===== config.mk =====
export PLATFORM = sky130hd
export DESIGN_NAME = tpu_seq_flat
export DESIGN_NICKNAME = d
export VERILOG_FILES = /design/src/rtl/tpu_seq_if.sv /design/src/rtl/tpu_seq.sv /design/src/flat_wrapper.sv
export SDC_FILE = /design/constraint.sdc
export NUM_CORES = 1
export LEC_CHECK = 0
export ABC_CLOCK_PERIOD_IN_PS = 2000
export CORE_ASPECT_RATIO = 0.7
export CORE_MARGIN = 2
export CORE_UTILIZATION = 40
export DETAILED_ROUTE_END_ITERATION = 16
export GPL_TIMING_DRIVEN = 0
export MAX_ROUTING_LAYER = met4
export PLACE_DENSITY_LB_ADDON = 0.05
export SLEW_MARGIN = 20
export SYNTH_ARGS = -nofsm -noshare
export SYNTH_HDL_FRONTEND = slang
export SYNTH_SLANG_ARGS = --single-unit

===== constraint.sdc =====
create_clock -name clk -period 2 [get_ports clk]
set_input_delay 0.4 -clock clk [delete_from_list [all_inputs] [get_ports clk]]
set_output_delay 0.4 -clock clk [all_outputs]
set_load 0.05 [all_outputs]

===== src/rtl/tpu_seq_if.sv =====
// Instruction handshake and array/memory control bundle for the TPU sequencer.
// The master side issues instructions; the slave side is the sequencer itself.
interface tpu_seq_if #(
  parameter int AW = 12
);
  logic          instr_valid;
  logic [15:0]   instr;
  logic          instr_ready;
  logic [AW-1:0] mem_addr;
  logic          mem_rd;
  logic          mem_wr;
  logic          w_load;
  logic          a_valid;
  logic          acc_capture;
  logic          busy;
  logic          done;
  logic          err;

  modport master (
    output instr_valid, instr,
    input  instr_ready, mem_addr, mem_rd, mem_wr, w_load, a_valid,
           acc_capture, busy, done, err
  );

  modport slave (
    input  instr_valid, instr,
    output instr_ready, mem_addr, mem_rd, mem_wr, w_load, a_valid,
           acc_capture, busy, done, err
  );
endinterface


===== src/rtl/tpu_seq.sv =====
// Instruction sequencer for an NxN systolic array: weight load, activation
// streaming with pipeline drain, and result store, one instruction at a time.
module tpu_seq #(
  parameter int N  = 4,
  parameter int AW = 12
) (
  input  logic      clk,
  input  logic      rst,
  tpu_seq_if.slave  bus
);

  localparam int KW = $clog2(2 * N);
  localparam logic [KW-1:0] K_LAST_BEAT  = KW'(N - 1);
  localparam logic [KW-1:0] K_LAST_DRAIN = KW'(2 * N - 2);

  localparam logic [3:0] OP_NOP    = 4'h0;
  localparam logic [3:0] OP_LOADW  = 4'h1;
  localparam logic [3:0] OP_MATMUL = 4'h2;
  localparam logic [3:0] OP_STORE  = 4'h3;

  typedef enum logic [2:0] {
    S_IDLE,
    S_WLOAD,
    S_STREAM,
    S_DRAIN,
    S_STORE
  } state_e;

  state_e        state_q, state_d;
  logic [KW-1:0] k_q, k_d;
  logic [AW-1:0] base_q, base_d;
  logic [AW-1:0] last_addr_q;
  logic          done_q, done_d;
  logic          err_q, err_d;
  logic          rdy_q;

  logic          instr_ready;
  logic          accept;
  logic          strobe;
  logic [AW-1:0] beat_addr;
  logic [AW-1:0] mem_addr;
  logic [3:0]    opcode;

  // rdy_q keeps instr_ready low while reset is held and rises on the first edge after.
  assign instr_ready = rdy_q && (state_q == S_IDLE);
  assign accept      = bus.instr_valid && instr_ready;
  assign opcode      = bus.instr[15:12];
  assign strobe      = (state_q == S_WLOAD) || (state_q == S_STREAM) || (state_q == S_STORE);
  assign beat_addr   = base_q + AW'(k_q);
  assign mem_addr    = strobe ? beat_addr : last_addr_q;

  // NOTE: state registers use non-blocking assignments so every flop samples pre-edge values.
  always_ff @(posedge clk or negedge rst) begin
    if (!rst) begin
      state_q     <= S_IDLE;
      k_q         <= '0;
      base_q      <= '0;
      last_addr_q <= '0;
      done_q      <= 1'b0;
      err_q       <= 1'b0;
      rdy_q       <= 1'b0;
    end else begin
      state_q <= state_d;
      k_q     <= k_d;
      base_q  <= base_d;
      done_q  <= done_d;
      err_q   <= err_d;
      rdy_q   <= 1'b1;
      if (strobe) last_addr_q <= beat_addr;
    end
  end

  // NOTE: every variable gets a default before the case so no path infers a latch.
  always_comb begin
    state_d = state_q;
    k_d     = k_q;
    base_d  = base_q;
    done_d  = 1'b0;
    err_d   = err_q;

    case (state_q)
      S_IDLE: begin
        if (accept) begin
          k_d    = '0;
          base_d = bus.instr[AW-1:0];
          case (opcode)
            OP_NOP:    done_d  = 1'b1;
            OP_LOADW:  state_d = S_WLOAD;
            OP_MATMUL: state_d = S_STREAM;
            OP_STORE:  state_d = S_STORE;
            default:   err_d   = 1'b1;
          endcase
        end
      end
      S_WLOAD, S_STORE: begin
        if (k_q == K_LAST_BEAT) begin
          state_d = S_IDLE;
          k_d     = '0;
          done_d  = 1'b1;
        end else begin
          k_d = k_q + KW'(1);
        end
      end
      S_STREAM: begin
        if (k_q == K_LAST_BEAT) begin
          state_d = S_DRAIN;
          k_d     = '0;
        end else begin
          k_d = k_q + KW'(1);
        end
      end
      S_DRAIN: begin
        // Partial sums need 2N-1 cycles to ripple out of the array.
        if (k_q == K_LAST_DRAIN) begin
          state_d = S_IDLE;
          k_d     = '0;
          done_d  = 1'b1;
        end else begin
          k_d = k_q + KW'(1);
        end
      end
      default: begin
        state_d = S_IDLE;
        k_d     = '0;
      end
    endcase
  end

  assign bus.instr_ready = instr_ready;
  assign bus.mem_addr    = mem_addr;
  assign bus.mem_rd      = (state_q == S_WLOAD) || (state_q == S_STREAM);
  assign bus.mem_wr      = (state_q == S_STORE);
  assign bus.w_load      = (state_q == S_WLOAD);
  assign bus.a_valid     = (state_q == S_STREAM);
  assign bus.acc_capture = (state_q == S_DRAIN) && (k_q == K_LAST_DRAIN);
  assign bus.busy        = (state_q != S_IDLE);
  assign bus.done        = done_q;
  assign bus.err         = err_q;

endmodule


===== src/flat_wrapper.sv =====
// flat-port wrapper written by rule: the top's interface ports become plain ports
module tpu_seq_flat 
#(
  parameter int N  = 4,
  parameter int AW = 12
)
  (clk, rst, bus_instr_valid, bus_instr, bus_instr_ready, bus_mem_addr, bus_mem_rd, bus_mem_wr, bus_w_load, bus_a_valid, bus_acc_capture, bus_busy, bus_done, bus_err);
  tpu_seq_if #(.AW(AW)) bus_i ();
  input  logic clk;
  input  logic rst;
  input wire logic [$bits(bus_i.instr_valid)-1:0] bus_instr_valid;
  input wire logic [$bits(bus_i.instr)-1:0] bus_instr;
  output wire logic [$bits(bus_i.instr_ready)-1:0] bus_instr_ready;
  output wire logic [$bits(bus_i.mem_addr)-1:0] bus_mem_addr;
  output wire logic [$bits(bus_i.mem_rd)-1:0] bus_mem_rd;
  output wire logic [$bits(bus_i.mem_wr)-1:0] bus_mem_wr;
  output wire logic [$bits(bus_i.w_load)-1:0] bus_w_load;
  output wire logic [$bits(bus_i.a_valid)-1:0] bus_a_valid;
  output wire logic [$bits(bus_i.acc_capture)-1:0] bus_acc_capture;
  output wire logic [$bits(bus_i.busy)-1:0] bus_busy;
  output wire logic [$bits(bus_i.done)-1:0] bus_done;
  output wire logic [$bits(bus_i.err)-1:0] bus_err;
  assign bus_i.instr_valid = bus_instr_valid;
  assign bus_i.instr = bus_instr;
  assign bus_instr_ready = bus_i.instr_ready;
  assign bus_mem_addr = bus_i.mem_addr;
  assign bus_mem_rd = bus_i.mem_rd;
  assign bus_mem_wr = bus_i.mem_wr;
  assign bus_w_load = bus_i.w_load;
  assign bus_a_valid = bus_i.a_valid;
  assign bus_acc_capture = bus_i.acc_capture;
  assign bus_busy = bus_i.busy;
  assign bus_done = bus_i.done;
  assign bus_err = bus_i.err;
  tpu_seq #(.N(N), .AW(AW)) u_core (.clk(clk), .rst(rst), .bus(bus_i));
endmodule

==> results of run 1 <==
==> area by class of cell <==
cell class                      instances  area share
Tap cell                               55     0.02474
Inverter                               10     0.01350
Clock buffer                            8     0.03239
Buffer                                  4     0.01484
Timing Repair Buffer                   53      0.1795
Sequential cell                        33      0.2991
Multi-Input combinational cell        118      0.4359
==> what timing repair did <==
action | in CTS | in global routing
setup buffers | 5 | 9
gates resized for setup | 129 | 31
gates cloned | 1 | 0
endpoints found under the hold margin | 0 | 0
pin swaps | 10 | 11
setup endpoints to repair | 19 | 19
==> logic make-up (layout without fill, tap and decap cells) <==
logic type	after synthesis	in the layout	synth area share
AOI/OAI and AO/OA	36	36	0.1385
xor gates and xnor gates	9	9	0.04496
adders and majority gates	8	8	0.06138
buffers and inverters	15	75	0.04068
DFF	33	33	0.4711
muxes	13	13	0.08565
other	1	1	0.002139
and+or+nand+nor	51	51	0.1556
==> sequential cells by signal, indices dropped and copies added, names as in the netlist <==
signal,count
u_core.bus.err,1
u_core.base_q,12
u_core.state_q,3
u_core.last_addr_q,12
u_core.rdy_q,1
u_core.bus.done,1
u_core.k_q,3
==> worst max path at each step <==
stage / startpoint / to / slack [ns] / depth (start not counted)
after floorplan: u_core.k_q[0] / bus_mem_addr[10] / -0.22 / 7
after global placement: u_core.state_q[2] / bus_mem_addr[9] / -0.91 / 6
after detailed placement: u_core.state_q[2] / bus_mem_addr[9] / -0.94 / 6
after CTS: u_core.k_q[0] / bus_mem_addr[10] / -0.51 / 8
after global routing: u_core.k_q[0] / bus_mem_addr[10] / -0.60 / 8
final: u_core.k_q[0] / bus_mem_addr[10] / -0.49 / 8
==> worst register-to-register path: cells and delay by family (launching register included) <==
family / cells / cell delay, ns
AOI/OAI and AO/OA: 1 / 0.09
adders and majority gates: 2 / 0.33
buffers and inverters: 1 / 0.14
DFF: 1 / 0.44
muxes: 1 / 0.30
and+or+nand+nor: 2 / 0.41
==> cell usage after synthesis (all sizes together) (2+ instances only) <==
library cell  instances  share of area
ha                    7          0.050
inv                  10          0.021
buf                   4          0.016
nand4                 3          0.011
xor2                  4          0.020
and2                  3          0.011
o31ai                 2         0.0086
a21oi                14          0.040
nand3                 4          0.017
and3                  2         0.0071
nand2                12          0.026
mux2                 13          0.086
nor3b                 2         0.0086
o21ai                 9          0.026
dfrtp                33           0.47
xnor2                 5          0.025
a31oi                 2         0.0071
nor2b                 2         0.0071
nor2                 18          0.043
o41ai                 2          0.014
==> placed cells by master, fill, tap and decap left out, drive strengths merged, types with 2 or more instances in the layout <==
cell            n
buf            35
dfrtp          33
clkdlybuf4s50  19
nor2           18
a21oi          14
mux2           13
nand2          12
inv            10
clkbuf          9
o21ai           9
ha              7
xnor2           5
xor2            4
nand3           4
nand4           3
and2            3
and3            2
o31ai           2
nor3b           2
nor2b           2
a31oi           2
o41ai           2
==> metal layers <==
metal / vias up / global-route usage
met1: 709 / 0.2658
met3: 5 / 0.04457
met2: 33 / 0.2800
li1: 699 / -
met5: - / -
met4: 0 / 0.06792
==> metrics by stage <==
| step | instances | setup WS, ns | utilization | setup TNS, ns |
|---|---|---|---|---|
| after detailed placement | 260 | -0.9352 | 0.5585 | -11.03 |
| final | 281 | -0.4851 | 0.6500 | -4.055 |
| after floorplan | 166 | -0.2168 | - | -0.9075 |
| after global placement | 260 | -0.9056 | 0.5596 | -14.81 |
| after global routing | 281 | -0.5963 | 0.6500 | -5.149 |
| after CTS | 273 | -0.5108 | 0.6175 | -4.091 |
==> summary.txt, run 1 <==
Synthesis
  • Yosys synthesis warning count: 0
  • Cell area after technology mapping: ~1800 sq um
  • Synth Instances: 166
  • Synthesized area per cell: between 10 and 15 sq um
  • Register area share after synthesis: 0.4711
  • Number of storage elements in the synthesis netlist: 33
  • Number of distinct standard cells referenced by the synthesized netlist: between 40 and 50
  • Async set or reset register ratio after synthesis: 1.000
  • Top flip-flop cell by instance count after synthesis: sky130_fd_sc_hd__dfrtp_1
  • Nets in the synthesized netlist: about 190
  • Number of synthesized flops with an enable pin: 0

Timing
  • Final clock period utilization by the worst path: 1.243
  • Max Clk Rate: about 0.40 GHz
  • Final setup fails: 12
  • RSZ-0062 raised after global routing: yes
  • Final critical-path required period: 2.485 ns
  • Setup clock skew after layout: around 0.0038 ns
  • Slew Viols, Final: 0
  • Number of hold violations in the final report: 0
  • Hold slack: between 0.15 and 0.2 ns
  • Worst-Margin Slew: between 0.7 and 0.8 ns
  • Final Worst Setup Slack: -0.4851 ns
  • Remaining max-slew budget at the tightest pin: 0.4994

Placement
  • Routability-driven placement congestion ratio: ~0.8
  • DPL Wire Length: about 2.9 mm
  • Standard cell area after detailed placement: between 2000 and 2500 sq um
  • Total of buffers placed on input and output ports: 39

Clock network
  • Number of levels in the clock H-tree: 2
  • Worst skew pair latency: 0.28 ns
  • Number of hold buffers added after CTS: 0
  • Clock Sink Count: 33
  • CTS clock-pin slew for the worst setup and hold paths: 0.07 ns
  • CTS root buffer: sky130_fd_sc_hd__clkbuf_8
  • Number of buffers inserted during clock tree synthesis: 5
  • Clock tree from TritonCTS: built
  • Maximum buffer depth of the clock tree: 2

Worst setup path
  • Signal arrival time at the worst endpoint: between 2 and 2.5 ns
  • Crit path required time: around 1.6 ns
  • Highest fanout seen on the critical path: 3
  • Number of buffers and inverters on the critical path: 2
  • Critical Path Sink Type: output pin
  • Logic depth of the worst register-to-register path: 7
  • Top cell family by delay on the critical path: adder cells
  • Cell breakdown of the critical path: ha_4 -> inv_2 -> fa_2 -> nor2b_4 -> o21ai_2 -> o31a_1 -> a21oi_4 -> buf_6
  • Worst reg2reg path startpoint: u_core.k_q[1]
  • CP max stage delay: 0.40 ns
  • Worst Setup Start Kind: register
  • Register-to-register setup slack: roughly 0.16 ns
  • Critical register-to-register path endpoint: u_core.state_q[1]
  • Critical path start-end classification: register to output pin
  • Cell with the largest stage delay on the worst path: sky130_fd_sc_hd__dfrtp_1

Hold path
  • Type of the worst min-delay path: input port to asynchronous set/reset pin

Floorplanning
  • Area enclosed by the die boundary: 4936 sq um
  • Placement row count: 20
  • Area of the core: roughly 4300 sq um
  • Initial core utilization: 0.4096
  • I/O pins: 40
  • Horizontal die dimension: just over 80 microns
  • Y dimension of the die: between 50 and 60 microns

Global route
  • Total global-route track usage: 0.1922
  • Sum of overflow across all layers after global routing: 0
  • Largest net degree at the start of global routing: 34
  • Initial antenna violation count: 0
  • Global-route wire length before repair: slightly below 7 mm
  • Number of global-route vias before repair: approximately 1,400

Cells and area
  • Filler Cells Inserted: between 300 and 400
  • Area of the multi-input gates: approximately 1200 sq um
  • Sequential Area: approximately 830 sq um
  • Final antenna diode count: 0
  • Cell area after layout: 2781 sq um
  • NumNets Final: approximately 250
  • Synthesis-to-layout area growth: 58.67%
  • Share of final-layout standard cells stronger than drive strength 1: 0.4425

Routing
  • Wire per inst: ~15 microns
  • Count of antenna-violating nets left after detailed routing: 0
  • Drt pass-1 iters: 4
  • Final Routed Wirelength: ~4.3 mm
  • Routed met3 length: 151 microns
  • Highest metal used: met4
  • Routed wire length on met2: around 1.9 mm
  • Number of DRC violations after detailed-routing iteration 0: 36
  • Drc violations: 0
  • Total number of vias: 1,446
  • WL met1: approximately 2.2 mm
  • Via density per instance: approximately 5.1

Outcome
  • Result of the run: complete, but fails checks
  • Violations in the final reports: negative setup slack

Job
  • Number of max-cap violations: 0
Power of run 1 is left out: the tool's default activity adds up to more than one toggle a clock period on the data nets, which glitch-free logic cannot reach.
==> inputs of run 2 (changes only) <==
--- a/config.mk
+++ b/config.mk
@@ -13,6 +13,7 @@
 export GPL_TIMING_DRIVEN = 0
 export MAX_ROUTING_LAYER = met4
 export PLACE_DENSITY_LB_ADDON = 0.05
+export RECOVER_POWER = 50
 export SLEW_MARGIN = 20
 export SYNTH_ARGS = -nofsm -noshare
 export SYNTH_HDL_FRONTEND = slang
==> run 2 against run 1 <==
  * The run still ends with negative setup slack left
  * Register-to-register slack worse by 0.14 ns
  * Fmax hardly changed
  * Design area is 0.40% lower
  * Via count hardly changed
  * Clock skew is 0.00064 ns lower
  * Clock-buffer cell count stayed put
  * Global-route usage stayed put
  * Non-clock buffer count stayed put
  * Critical path depth stayed put
==> summary.txt, run 2 (synthesis gave the netlist of run 1 again) <==
Outcome
  • Result of the run: complete, but fails checks (unchanged)
  • Violations in the final reports: negative setup slack (unchanged)

Timing
  • Worst-Margin Slew: 0.8403 ns (was 0.7509 ns)
  • Remaining max-slew budget at the tightest pin: 0.4398 (was 0.4994)
  • Setup clock skew after layout: 0.003109 ns (was 0.003750 ns)
  • Final setup fails: 14 (was 12)
  • Final clock period utilization by the worst path: 1.242 (was 1.243)
  • Max Clk Rate: 0.4025 GHz (was 0.4024 GHz)
  • Slew Viols, Final: 0 (unchanged)
  • Final Worst Setup Slack: -0.4844 ns (was -0.4851 ns)
  • Number of hold violations in the final report: 0 (unchanged)
  • RSZ-0062 raised after global routing: yes (unchanged)
  • Final critical-path required period: 2.484 ns (was 2.485 ns)

Placement
  • Total of buffers placed on input and output ports: 39 (unchanged)
  • DPL Wire Length: 2.912 mm (unchanged)
  • Routability-driven placement congestion ratio: 0.8104 (unchanged)

Worst setup path
  • CP max stage delay: 0.39 ns (was 0.40 ns)
  • Signal arrival time at the worst endpoint: 2.08 ns (was 2.09 ns)
  • Highest fanout seen on the critical path: 3 (unchanged)
  • Top cell family by delay on the critical path: adder cells (unchanged)
  • Worst Setup Start Kind: register (unchanged)
  • Critical Path Sink Type: output pin (unchanged)
  • Number of buffers and inverters on the critical path: 2 (unchanged)
  • Cell with the largest stage delay on the worst path: sky130_fd_sc_hd__dfrtp_1 (unchanged)
  • Critical path start-end classification: register to output pin (unchanged)
  • Crit path required time: 1.60 ns (about the same)
  • Cell breakdown of the critical path: ha_4 -> inv_2 -> fa_2 -> nor2b_4 -> o21ai_2 -> o31a_1 -> a21oi_4 -> buf_6 (unchanged)

Global route
  • Global-route wire length before repair: 6.962 mm (unchanged)
  • Number of global-route vias before repair: 1,435 (unchanged)
  • Initial antenna violation count: 0 (unchanged)
  • Sum of overflow across all layers after global routing: 0 (unchanged)
  • Largest net degree at the start of global routing: 34 (unchanged)
  • Total global-route track usage: 0.1922 (unchanged)

Clock network
  • Clock tree from TritonCTS: built (unchanged)
  • Number of buffers inserted during clock tree synthesis: 5 (unchanged)
  • CTS root buffer: sky130_fd_sc_hd__clkbuf_8 (unchanged)
  • Number of levels in the clock H-tree: 2 (unchanged)
  • CTS clock-pin slew for the worst setup and hold paths: 0.07 ns (about the same)
  • Number of hold buffers added after CTS: 0 (unchanged)
  • Maximum buffer depth of the clock tree: 2 (unchanged)
  • Clock Sink Count: 33 (unchanged)
  • Worst skew pair latency: 0.28 ns (about the same)

Cells and area
  • NumNets Final: 252 (unchanged)
  • Core utilization of the finished layout: 0.6474 (was 0.6500)
  • Area of the multi-input gates: 1201 sq um (was 1212 sq um)
  • Synthesis-to-layout area growth: 58.03% (was 58.67%)
  • Sequential Area: 832.0 sq um (unchanged)
  • Final antenna diode count: 0 (unchanged)
  • Leading cell type in the layout, fill and taps excluded: sky130_fd_sc_hd__dfrtp_1 (unchanged)
  • Filler Cells Inserted: 336 (was 334)
  • Share of final-layout standard cells stronger than drive strength 1: 0.4381 (was 0.4425)
  • Commonest cells after routing, fill and taps aside: sky130_fd_sc_hd__dfrtp_1 (28), sky130_fd_sc_hd__buf_6 (19), sky130_fd_sc_hd__clkdlybuf4s50_1 (19), sky130_fd_sc_hd__nor2_1 (15), sky130_fd_sc_hd__nand2_1 (12) (unchanged)
  • Biggest regs: u_core.base_q x12, u_core.last_addr_q x12 (unchanged)

Hold path
  • Type of the worst min-delay path: input port to asynchronous set/reset pin (unchanged)

Routing
  • Drc violations: 0 (unchanged)
  • Total number of vias: 1,447 (was 1,446)
  • Via density per instance: 5.149 (was 5.146)
  • Drt pass-1 iters: 4 (unchanged)
  • Count of antenna-violating nets left after detailed routing: 0 (unchanged)
  • Final Routed Wirelength: 4.318 mm (was 4.311 mm)
  • Number of DRC violations after detailed-routing iteration 0: 41 (was 36)
  • Wire per inst: 15.37 microns (was 15.34 microns)

Floorplanning
  • Horizontal die dimension: 83.13 microns (unchanged)
  • Placement row count: 20 (unchanged)
  • Area of the core: 4279 sq um (unchanged)
  • Y dimension of the die: 59.39 microns (unchanged)
  • I/O pins: 40 (unchanged)
  • Initial core utilization: 0.4096 (unchanged)
  • Area enclosed by the die boundary: 4936 sq um (unchanged)

Job
  • Number of max-cap violations: 0 (unchanged)
==> run 2: worst paths after layout <==
check	from	end	slack (ns)	cells past startpoint
worst max-delay path	u_core.k_q[0]	bus_mem_addr[10]	-0.48	8
worst max register to register	u_core.state_q[0]	u_core.base_q[8]	0.02	5
worst min register to register	u_core.bus.err	u_core.bus.err	0.50	2
worst min-delay path	rst	u_core.last_addr_q[4]	0.21	1
min in group clk	u_core.bus.err	u_core.bus.err	0.50	2
max in group asynchronous	rst	u_core.state_q[0]	1.21	1
==> run 2: routing by layer <==
layer  vias up  track usage  share of wire  wire length, microns
li1        699            -              -                     -
met1       710       0.2658           0.51                  2212
met2        33       0.2800           0.44                  1913
met3         5      0.04457          0.035                   151
met4         0      0.06792         0.0093                    40
met5         -            -              0                     0
==> run 2: layout make-up <==
type	count	share of cell area
Buffer	4	0.01491
Clock buffer	8	0.03252
Inverter	10	0.01355
Multi-Input combinational cell	118	0.4336
Sequential cell	33	0.3004
Tap cell	55	0.02484
Timing Repair Buffer	53	0.1802
==> run 2: per-stage QoR <==
stage          setup TNS, ns  setup WS [ns]  hold slack, ns  std cells  cell area (sq um)
2_1_floorplan        -0.9075        -0.2168          0.1044        166               1936
3_3_place_gp          -14.81        -0.9056          0.4659        260               2395
3_5_place_dp          -11.03        -0.9352          0.4658        260               2390
4_1_cts               -4.091        -0.5108          0.2015        273               2643
5_1_grt               -6.369        -0.5963          0.2828        281               2770
6_report              -4.292        -0.4844          0.2150        281               2770
==> run 2: worst reg2reg max path, cell delays in order (launching register included) <==
cell                      delay, ns
sky130_fd_sc_hd__dfrtp_2       0.50
sky130_fd_sc_hd__nor3_1        0.47
sky130_fd_sc_hd__inv_2         0.15
sky130_fd_sc_hd__nor2_4        0.22
sky130_fd_sc_hd__buf_6         0.19
sky130_fd_sc_hd__mux2_1        0.33
==> run 2: repair_timing <==
item	4_1_cts	5_1_grt
resized for setup	129	31
cloned	1	0
setup endpoints to repair	19	19
setup buffers	5	9
pin swaps	10	11
Power of run 2 is left out for the same reason.
